**src/rtl/tape_recorder_pkg.sv**
```systemverilog
// Shared types and default timing for the Oric tape-save path.
package oric_tape_pkg;
  localparam int CNT_W       = 16;
  localparam int DEF_MIN_PER = 4800;   // 200 us at 24 MHz
  localparam int DEF_THRESH  = 12500;  // 1/0 decision point, ~520 us
  localparam int DEF_TIMEOUT = 48000;  // 2 ms without an edge abandons the frame

  typedef enum logic [2:0] {IDLE, HUNT, DATA, PARITY, STOP} state_e;
endpackage

```
**src/rtl/tape_recorder_if.sv**
```systemverilog
// Tape cache write bus plus recorder status, driven by the recorder.
interface tape_recorder_if #(parameter int ADDR_W = 16);
  logic [ADDR_W-1:0] wr_addr;
  logic [7:0]        wr_data;
  logic              wr_en;
  logic [ADDR_W-1:0] tape_end;
  logic              recorded;
  logic              full;
  logic [7:0]        parity_err_cnt;
  logic              active;

  modport master (output wr_addr, wr_data, wr_en, tape_end, recorded, full,
                         parity_err_cnt, active);
  modport slave  (input  wr_addr, wr_data, wr_en, tape_end, recorded, full,
                         parity_err_cnt, active);
endinterface

```
**src/rtl/tape_recorder_pulse_decoder.sv**
```systemverilog
// Turns the raw K7_TAPEOUT square wave into decoded bits by timing rising edges.
module tape_pulse_decoder
  import oric_tape_pkg::*;
#(
  parameter int MIN_PER = DEF_MIN_PER,
  parameter int THRESH  = DEF_THRESH,
  parameter int TIMEOUT = DEF_TIMEOUT
) (
  input  logic clk,
  input  logic reset_n,
  input  logic clear,
  input  logic tape_in,
  output logic bit_valid,
  output logic bit_val,
  output logic timeout_pulse
);
  localparam logic [CNT_W-1:0] MIN_C = CNT_W'(MIN_PER);
  localparam logic [CNT_W-1:0] THR_C = CNT_W'(THRESH);
  localparam logic [CNT_W-1:0] TMO_C = CNT_W'(TIMEOUT);

  logic [2:0]       sync_q;
  logic             edge_q;
  logic             armed_q;
  logic [CNT_W-1:0] cnt_q;
  logic [CNT_W-1:0] cnt_inc;
  logic             tmo_hit;
  logic             accept;

  assign cnt_inc = (&cnt_q) ? cnt_q : cnt_q + 1'b1;
  assign tmo_hit = armed_q && (cnt_q >= TMO_C);
  // An edge is taken when it arms a fresh measurement or closes a long-enough period
  assign accept  = edge_q && (!armed_q || (cnt_q >= MIN_C)) && !tmo_hit;

  assign bit_valid     = accept && armed_q && !clear;
  assign bit_val       = cnt_q < THR_C;
  assign timeout_pulse = tmo_hit && !clear;

  always_ff @(posedge clk) begin
    if (!reset_n) begin
      sync_q  <= '0;
      edge_q  <= 1'b0;
      armed_q <= 1'b0;
      cnt_q   <= '0;
    end else begin
      sync_q <= {sync_q[1:0], tape_in};
      edge_q <= sync_q[1] & ~sync_q[2];
      if (clear) begin
        armed_q <= 1'b0;
        cnt_q   <= '0;
      end else if (tmo_hit) begin
        armed_q <= 1'b0;
        cnt_q   <= cnt_inc;
      end else if (accept) begin
        armed_q <= 1'b1;
        cnt_q   <= '0;
      end else begin
        cnt_q <= cnt_inc;
      end
    end
  end
endmodule

```
**src/rtl/tape_recorder.sv**
```systemverilog
// Deframes tape bits into bytes and appends them to the tape cache RAM.
module tape_recorder
  import oric_tape_pkg::*;
#(
  parameter int ADDR_W  = 16,
  parameter int MIN_PER = DEF_MIN_PER,
  parameter int THRESH  = DEF_THRESH,
  parameter int TIMEOUT = DEF_TIMEOUT
) (
  input  logic            clk,
  input  logic            reset_n,
  input  logic            en,
  input  logic            rewind,
  input  logic            tape_out,
  tape_recorder_if.master wr
);
  state_e            state_q, state_d;
  logic [2:0]        idx_q, idx_d;
  logic [7:0]        sh_q, sh_d;
  logic              wr_go, perr_inc;
  logic [ADDR_W-1:0] ptr_q, end_q, waddr_q;
  logic [7:0]        wdata_q, perr_q;
  logic              rec_q, full_q, wr_en_q;
  logic              bit_valid, bit_val, tmo;

  tape_pulse_decoder #(
    .MIN_PER(MIN_PER),
    .THRESH (THRESH),
    .TIMEOUT(TIMEOUT)
  ) u_dec (
    .clk          (clk),
    .reset_n      (reset_n),
    .clear        (~en | rewind),
    .tape_in      (tape_out),
    .bit_valid    (bit_valid),
    .bit_val      (bit_val),
    .timeout_pulse(tmo)
  );

  always_comb begin
    state_d  = state_q;
    idx_d    = idx_q;
    sh_d     = sh_q;
    wr_go    = 1'b0;
    perr_inc = 1'b0;
    case (state_q)
      IDLE: state_d = HUNT;
      HUNT: if (bit_valid && !bit_val) begin
        state_d = DATA;
        idx_d   = '0;
      end
      DATA: if (bit_valid) begin
        sh_d  = {bit_val, sh_q[7:1]};
        idx_d = idx_q + 3'd1;
        if (idx_q == 3'd7) state_d = PARITY;
      end
      PARITY: if (bit_valid) begin
        wr_go    = 1'b1;
        perr_inc = (bit_val != ~^sh_q);
        state_d  = STOP;
      end
      STOP: if (bit_valid) begin
        // a 0 here is the start bit of a back-to-back byte
        state_d = bit_val ? HUNT : DATA;
        idx_d   = '0;
      end
      default: state_d = IDLE;
    endcase
    if (tmo && (state_q inside {DATA, PARITY, STOP})) state_d = HUNT;
    if (rewind) begin
      state_d  = HUNT;
      wr_go    = 1'b0;
      perr_inc = 1'b0;
    end
    if (!en) begin
      state_d  = IDLE;
      wr_go    = 1'b0;
      perr_inc = 1'b0;
    end
  end

  always_ff @(posedge clk) begin
    if (!reset_n) begin
      state_q <= IDLE;
      idx_q   <= '0;
      sh_q    <= '0;
    end else begin
      state_q <= state_d;
      idx_q   <= idx_d;
      sh_q    <= sh_d;
    end
  end

  always_ff @(posedge clk) begin
    if (!reset_n) begin
      ptr_q   <= '0;
      end_q   <= '0;
      waddr_q <= '0;
      wdata_q <= '0;
      perr_q  <= '0;
      rec_q   <= 1'b0;
      full_q  <= 1'b0;
      wr_en_q <= 1'b0;
    end else begin
      wr_en_q <= wr_go && !full_q;
      if (rewind) begin
        ptr_q  <= '0;
        end_q  <= '0;
        perr_q <= '0;
        rec_q  <= 1'b0;
        full_q <= 1'b0;
      end else begin
        if (perr_inc && (perr_q != 8'hFF)) perr_q <= perr_q + 8'd1;
        if (wr_go && !full_q) begin
          waddr_q <= ptr_q;
          wdata_q <= sh_q;
          end_q   <= ptr_q;
          rec_q   <= 1'b1;
          // the last location is written once, then the pointer parks there
          if (&ptr_q) full_q <= 1'b1;
          else        ptr_q  <= ptr_q + 1'b1;
        end
      end
    end
  end

  assign wr.wr_en          = wr_en_q & ~rewind;
  assign wr.wr_addr        = waddr_q;
  assign wr.wr_data        = wdata_q;
  assign wr.tape_end       = end_q;
  assign wr.recorded       = rec_q;
  assign wr.full           = full_q;
  assign wr.parity_err_cnt = perr_q;
  assign wr.active         = (state_q != IDLE) && (state_q != HUNT);
endmodule

```
**src/flat_wrapper.sv**
```systemverilog
// flat-port wrapper written by rule: the top's interface ports become plain ports
module tape_recorder_flat import oric_tape_pkg::*;
#(
  parameter int ADDR_W  = 16,
  parameter int MIN_PER = DEF_MIN_PER,
  parameter int THRESH  = DEF_THRESH,
  parameter int TIMEOUT = DEF_TIMEOUT
)
  (clk, reset_n, en, rewind, tape_out, wr_wr_addr, wr_wr_data, wr_wr_en, wr_tape_end, wr_recorded, wr_full, wr_parity_err_cnt, wr_active);
  tape_recorder_if #(.ADDR_W(ADDR_W)) wr_i ();
  input  logic clk;
  input  logic reset_n;
  input  logic en;
  input  logic rewind;
  input  logic tape_out;
  output wire logic [$bits(wr_i.wr_addr)-1:0] wr_wr_addr;
  output wire logic [$bits(wr_i.wr_data)-1:0] wr_wr_data;
  output wire logic [$bits(wr_i.wr_en)-1:0] wr_wr_en;
  output wire logic [$bits(wr_i.tape_end)-1:0] wr_tape_end;
  output wire logic [$bits(wr_i.recorded)-1:0] wr_recorded;
  output wire logic [$bits(wr_i.full)-1:0] wr_full;
  output wire logic [$bits(wr_i.parity_err_cnt)-1:0] wr_parity_err_cnt;
  output wire logic [$bits(wr_i.active)-1:0] wr_active;
  assign wr_wr_addr = wr_i.wr_addr;
  assign wr_wr_data = wr_i.wr_data;
  assign wr_wr_en = wr_i.wr_en;
  assign wr_tape_end = wr_i.tape_end;
  assign wr_recorded = wr_i.recorded;
  assign wr_full = wr_i.full;
  assign wr_parity_err_cnt = wr_i.parity_err_cnt;
  assign wr_active = wr_i.active;
  tape_recorder #(.ADDR_W(ADDR_W), .MIN_PER(MIN_PER), .THRESH(THRESH), .TIMEOUT(TIMEOUT)) u_core (.clk(clk), .reset_n(reset_n), .en(en), .rewind(rewind), .tape_out(tape_out), .wr(wr_i));
endmodule
```
**config.mk**
```make
export PLATFORM = sky130hd
export DESIGN_NAME = tape_recorder_flat
export DESIGN_NICKNAME = d
export VERILOG_FILES = /design/src/rtl/tape_recorder_pkg.sv /design/src/rtl/tape_recorder_if.sv /design/src/rtl/tape_recorder_pulse_decoder.sv /design/src/rtl/tape_recorder.sv /design/src/flat_wrapper.sv
export SDC_FILE = /design/constraint.sdc
export NUM_CORES = 1
export LEC_CHECK = 0
export BUFFER_PORTS_ARGS = -buffer_cell sky130_fd_sc_hd__clkbuf_2
export CELL_PAD_IN_SITES_DETAIL_PLACEMENT = 0
export CELL_PAD_IN_SITES_GLOBAL_PLACEMENT = 1
export CORE_MARGIN = 10
export CORE_UTILIZATION = 35
export DETAILED_ROUTE_END_ITERATION = 8
export PLACE_DENSITY = 0.78
export SLEW_MARGIN = 20
export SYNTH_ARGS = -nofsm -noshare
export SYNTH_HDL_FRONTEND = slang
export SYNTH_SLANG_ARGS = --single-unit
```
**constraint.sdc**
```tcl
create_clock -name clk -period 2.8 [get_ports clk]
set_clock_uncertainty 0.2 [all_clocks]
set_input_delay 0.56 -clock clk [delete_from_list [all_inputs] [get_ports clk]]
set_output_delay 0.56 -clock clk [all_outputs]
set_load 0.03 [all_outputs]
```
[Word-level counts from Yosys, hierarchy flattened]
Index checks and enable logic that the tools add are counted.
Storage, ports and cells
  flip-flop bits (word level): 102
  input port bits: 5
  logic and storage cells: 109
Cells by class
  reduce and logical (&&, ||, !) cells: 36
  add/sub/neg operators: 4
  bitwise gates (word level): 8
  order comparisons: 3
  multiplexer cells: 24
  equal/unequal tests: 18
Operator list (count)
  16-bit two-way mux: 3
  16-bit by 1-bit adder with 16-bit output (second input constant): 2
  16-bit AND reduction: 2
  3-bit two-way mux: 8
  17-bit AND reduction: 1
  16-bit by 13-bit greater-or-equal comparator with 1-bit output (second input constant): 1
  16-bit greater-or-equal comparator (second input constant): 1
  16-bit by 14-bit < comparator with 1-bit output (second input constant): 1
  4-bit by 3-bit != test with 1-bit output (second input constant): 4
  3-bit one-hot mux with 5 select lines: 1
  1-bit logical AND: 11
  1-bit two-way mux: 10
  2-bit by 1-bit != test with 1-bit output (second input constant): 5
  5-bit AND reduction: 2
  3-bit one-hot mux with 3 select lines: 1
  3-bit nonzero test: 3
  8-bit by 1-bit adder with 8-bit output (second input constant): 1
  8-bit != test (second input constant): 1
  2-bit AND reduction: 4
  8-bit XNOR reduction: 1
  3-bit by 2-bit equality test with 1-bit output (second input constant): 2
  3-bit equality test (second input constant): 2
  1-bit zero test: 5
  1-bit NOT: 5
  14 further kinds: 16

[Logic depth before layout (Yosys ltp)]
  word-level depth: 12
  mapped depth: 8

[Cells and area by module]
From an unflattened synthesis, not the netlist that was laid out.
Unflattened totals
  cell total of the unflattened synthesis: 542
  area, all modules: 4653.2 µm²
Modules (own cells, without submodules)
  tape_recorder: cells an instance 409, instances 1, area an instance 3508.4 µm²
  tape_pulse_decoder: cells an instance 133, instances 1, area an instance 1144.8 µm²

[Worst setup path before layout]
OpenSTA, ideal clock, no wires.
  path type: input-to-reg
  start: input en
  end: register u_core.perr_q[7], in the netlist u_core.wr.parity_err_cnt[7]
  arrival: 2339 ps
  slack: 190 ps
  stages on the path: 7
  required time: 2530 ps
  setup time: 70 ps
  cell sequence: nor2b_1 -> clkbuf_1 -> o2111ai_1 -> or4_1 -> or4_1 -> or3_1 -> a21oi_1
Between the ends
  word-level cells in the longest chain between the ends: 9
Ends and longest elaborated chain
  start: declaration: line flat_wrapper.sv:13  | input logic en;
  1-bit NOT (no line)
  1-bit bitwise OR: line tape_recorder.sv:33  | .clear (~en | rewind),
  1-bit zero test: line tape_recorder_pulse_decoder.sv:34  | assign bit_valid = accept && armed_q && !clear;
  1-bit logical AND: line tape_recorder_pulse_decoder.sv:34
  1-bit two-way mux: line tape_recorder.sv:57  | PARITY: if (bit_valid) begin
  1-bit two-way mux: line tape_recorder.sv:46  | case (state_q)
  1-bit two-way mux: line tape_recorder.sv:70  | if (rewind) begin
  1-bit two-way mux (*): line tape_recorder.sv:75  | if (!en) begin
  1-bit logical AND (*): line tape_recorder.sv:113  | if (perr_inc && (perr_q != 8'hFF)) perr_q <= perr_q + 8'd1;
  end signal: assignment: line tape_recorder.sv:113
  end: declaration: line tape_recorder.sv:22  | logic [7:0] wdata_q, perr_q;
Every way passes the cells marked *; elsewhere a longest branch is shown, timed or not.
A chain may end at the register's enable or synchronous reset.

[Worst setup path in the final report]
  start: register u_core.u_dec.cnt_q[9]
  end: register u_core.perr_q[7], in the netlist u_core.wr.parity_err_cnt[7]
Between the ends
  word-level cells in the longest chain between the ends: 11
  elaborated cells on any way between the ends: 16
  classes of those cells: order compare: 3; eq/ne: 1; mux: 4; reduce/logical: 8
Ends and longest elaborated chain
  start: declaration: line tape_recorder_pulse_decoder.sv:24  | logic [CNT_W-1:0] cnt_q;
  start signal: assignment: line tape_recorder_pulse_decoder.sv:52  | cnt_q <= cnt_inc;
  start signal: assignment: line tape_recorder_pulse_decoder.sv:57  | cnt_q <= cnt_inc;
  16-bit by 13-bit greater-or-equal comparator with 1-bit output / 16-bit greater-or-equal comparator (equally long branches): line tape_recorder_pulse_decoder.sv:32, tape_recorder_pulse_decoder.sv:30
  1-bit logical OR / 1-bit logical AND (equally long branches): line tape_recorder_pulse_decoder.sv:32, tape_recorder_pulse_decoder.sv:30
  1-bit logical AND / 1-bit zero test (equally long branches): line tape_recorder_pulse_decoder.sv:32  | assign accept = edge_q && (!armed_q || (cnt_q >= MIN_C)) && !tmo_hit;
  1-bit logical AND: line tape_recorder_pulse_decoder.sv:32
  1-bit logical AND (2 in series): line tape_recorder_pulse_decoder.sv:34
  1-bit two-way mux (*): line tape_recorder.sv:57
  1-bit two-way mux (*): line tape_recorder.sv:46
  1-bit two-way mux (*): line tape_recorder.sv:70
  1-bit two-way mux (*): line tape_recorder.sv:75
  1-bit logical AND (*): line tape_recorder.sv:113
Marked as above.

==> run summary <==
## Run status
• **status** finished, final reports clean

## Pwr
• **Power per Cell Area** 536 mW/mm2
• **maximum vdd drop** 493 uV
• **Tot Pwr** 2.89 mW
• **Static Leak** 1.94 nW

## Route
• **detailed-route vias per instance** 5.09
• **final WL** 11000 um
• **Post-DRT Antenna Nets** 0
• **Pre-Repair DR Iteration Count** 4
• **number of design rule violations left after detail routing** 0
• **detailed-routing wirelength on met1** 5340 um
• **routed length on met3** 522 um
• **met2 wirelength from detailed routing** 5000 um
• **number of violations reported at the end of detailed-routing iteration 0** 198
• **detailed-route wire length per cell** 14.3 um
• **highest metal layer used by the detailed router** met4
• **detailed-route via count** 3901

## CTS
• **clk sinks** 102
• **setup bufs post-CTS** 0
• **CTS buffer count** 9
• **Skew-Pair Late Insertion Delay** 0.35 ns
• **Resized Gates After CTS** 0
• **number of hold-repair buffers added at the cts stage** 0
• **cell chosen for the clock root** clkbuf_16
• **htree depth** 3
• **clock tree from TritonCTS** yes
• **buffer depth of the longest clock path** 2
• **clock-pin slew on the worst setup and hold paths** 0.07 ns

## Global routing
• **overall track demand over capacity in global routing** 12.5%
• **global route total overflow** 0
• **global-route wire length before repair** 18700 um
• **via count of the first global-routing pass** 3832
• **number of antenna violations at the first check in global routing** 0
• **largest net degree at the start of global routing** 41

## Yosys
• **synthesized instance count** 532
• **Mean Syn Cell Area** 8.50 um2
• **Post-Syn Nets** 543
• **Warnings, synthesis** 0
• **flop and latch count out of synthesis** 102
• **main flop type after synthesis** dfxtp_1
• **number of synthesized flops with an enable pin** 0
• **sequential-to-total area share from yosys stat** 45.2%
• **number of distinct library cells after synthesis** 58
• **post-synthesis cell area** 0.00452 mm2
• **Async S/R FF share, synth** 0%

## Layout
• **design area** 0.00539 mm2
• **final core occ** 42.7%
• **filler instances** 1295
• **Total Nets Final** 600
• **proportion of layout cells with a drive suffix above 1** 17.2%
• **Area Growth Syn to Fin** 19.2%

## Hold path
• **hold depth** 1
• **launch point of the worst hold path** u_core.u_dec.sync_q[2]
• **worst-case hold path end point** u_core.u_dec.edge_q
• **type of the most critical hold path** reg2reg

## Placed design
• **HPWL after DPL** 8050 um
• **gpl congestion** 0.860
• **Buffers on Ports** 56
• **cell area reported after detailed placement** 0.00505 mm2
• **pre-CTS setup slack** 0.0954 ns

## Worst setup path
• **element type at the critical path end** flop
• **Crit path required time** 2.87 ns
• **worst reg2reg setup slack** 0.15 ns
• **worst endpoint data arrival time** 2.73 ns
• **Worst Setup Start Kind** flop
• **count of cells along the worst register-to-register path** 6
• **Crit Path Category** reg2reg
• **Reg2Reg Launch Point** u_core.u_dec.cnt_q[9]
• **maximum net fanout on the critical path** 7
• **worst reg2reg path endpoint** u_core.wr.parity_err_cnt[7]

## Die
• **number of top-level design ports** 57
• **Chip Width** 134 um
• **area inside the core boundary** 0.0126 mm2
• **height of the chip** 134 um
• **die area** 0.0179 mm2
• **starting utilization of the core area** 35.8%
• **placement row count** 41

## STA
• **fin crit period** 2.65 ns
• **count of pins over their slew limit** 0
• **actual transition at the worst max-transition pin** 0.596 ns
• **headroom to the max-slew limit** 60.3%
• **Setup Total Neg Slack** 0 ns
• **crit share post-route** 94.7%
• **final hold vios** 0
• **Fmax** 0.377 GHz
• **total of endpoints with negative setup slack in the final report** 0
• **post-route setup slack** 0.148 ns
• **unrepaired setup endpoints after global routing** false

## Job
• **Max-Cap Viols** 0

==> worst max-delay path by stage <==
| stage | start | endpoint | cells past startpoint |
|---|---|---|---|
| finish | u_core.u_dec.cnt_q[9] | u_core.wr.parity_err_cnt[7] | 6 |
| global route | u_core.u_dec.cnt_q[9] | u_core.wr.parity_err_cnt[0] | 7 |
| CTS | u_core.u_dec.cnt_q[14] | u_core.ptr_q[2] | 7 |
| detailed placement | en | u_core.wr.parity_err_cnt[7] | 7 |
| global placement | en | u_core.wr.parity_err_cnt[7] | 7 |
| floorplan | en | u_core.wr.parity_err_cnt[7] | 7 |
==> critical path, cell delays in order (launching register included) <==
cell	delay [ns]
dfxtp_1	0.37
a311o_1	0.36
and3_4	0.20
or4_1	0.55
or4_1	0.43
or3_1	0.32
a21oi_1	0.14
==> per-stage QoR <==
| step | hold WS, ns | cells |
|---|---|---|
| 2_1_floorplan | 0.167 | 532 |
| 3_3_place_gp | 0.172 | 750 |
| 3_5_place_dp | 0.178 | 750 |
| 4_1_cts | 0.190 | 766 |
| 5_1_grt | 0.200 | 766 |
| 6_report | 0.182 | 767 |
==> sequential cells by signal (all words and copies together), names as in the netlist <==
signal	cells
u_core.ptr_q	16
u_core.u_dec.cnt_q	16
u_core.wr.tape_end	16
u_core.wr.wr_addr	16
u_core.sh_q	8
u_core.wr.parity_err_cnt	8
u_core.wr.wr_data	8
u_core.idx_q	3
u_core.state_q	3
u_core.u_dec.sync_q	3
u_core.u_dec.armed_q	1
u_core.u_dec.edge_q	1
u_core.wr.full	1
u_core.wr.recorded	1
u_core.wr_en_q	1
==> synthesized netlist by cell type (all sizes together) (3+ instances only) <==
master / n / area [um2]
inv: 10 / 37.5
nand2b: 4 / 25.0
nor2: 48 / 180
xnor2: 20 / 175
xor2: 7 / 61.3
nor2b: 12 / 75.1
nor4: 6 / 37.5
a211oi: 3 / 22.5
and2: 7 / 43.8
nand4: 9 / 56.3
clkbuf: 20 / 75.1
dfxtp: 102 / 2040
o41ai: 3 / 26.3
nand2: 88 / 330
mux2i: 14 / 140
ha: 6 / 75.1
and3: 7 / 48.8
or3: 6 / 37.5
o21a: 3 / 22.5
a21oi: 29 / 145
or4: 4 / 30.0
nor4b: 3 / 26.3
a31oi: 4 / 25.0
nor3: 15 / 75.1
a31o: 5 / 43.8
buf: 11 / 61.3
o21ai: 12 / 60.1
a21boi: 24 / 180
nand3: 22 / 115
==> cell families (layout without fill, tap and decap cells) <==
group	after synthesis	in the layout	share of synthesized area [%]
AOI/OAI and AO/OA	102	102	15.5
xor gates and xnor gates	27	27	5.23
adders and majority gates	6	6	1.66
buffers and inverters	41	103	3.85
DFF	102	102	45.2
muxes	15	15	3.35
other	0	1	0
and+or+nand+nor	239	239	25.3
==> where the power goes <==
part / leakage (nW) / switching [mW] / internal [mW]
clock network: 0.162 / 0.559 / 0.819
logic: 0.958 / 0.0352 / 0.0222
registers: 0.823 / 0.00295 / 1.45
==> layout make-up <==
type / count / area, um2 / share of cell area [%]
Clock buffer: 11 / 243 / 4.50
Clock inverter: 5 / 88.8 / 1.65
Tap cell: 172 / 215 / 3.99
Inverter: 10 / 37.5 / 0.696
Multi-Input combinational cell: 389 / 2310 / 42.8
Timing Repair Buffer: 77 / 454 / 8.43
Sequential cell: 102 / 2040 / 37.9
Antenna cell: 1 / 2.50 / 0.0464
==> routing by layer <==
metal	global-route usage [%]	vias to the layer above
met2	19.5	62
met1	15.8	1860
met5	0	-
li1	-	1967
met4	3.87	0
met3	4.32	12
==> placed cells by master (no fill, tap or decap), drive strengths merged, types with 14 or more instances in the layout <==
master / count
dfxtp: 102
buf: 21
nor3: 15
nor2: 48
a21oi: 29
mux2i: 14
nand3: 22
clkbuf: 67
a21boi: 24
nand2: 88
xnor2: 20
Power figures use the tool's default switching activity.
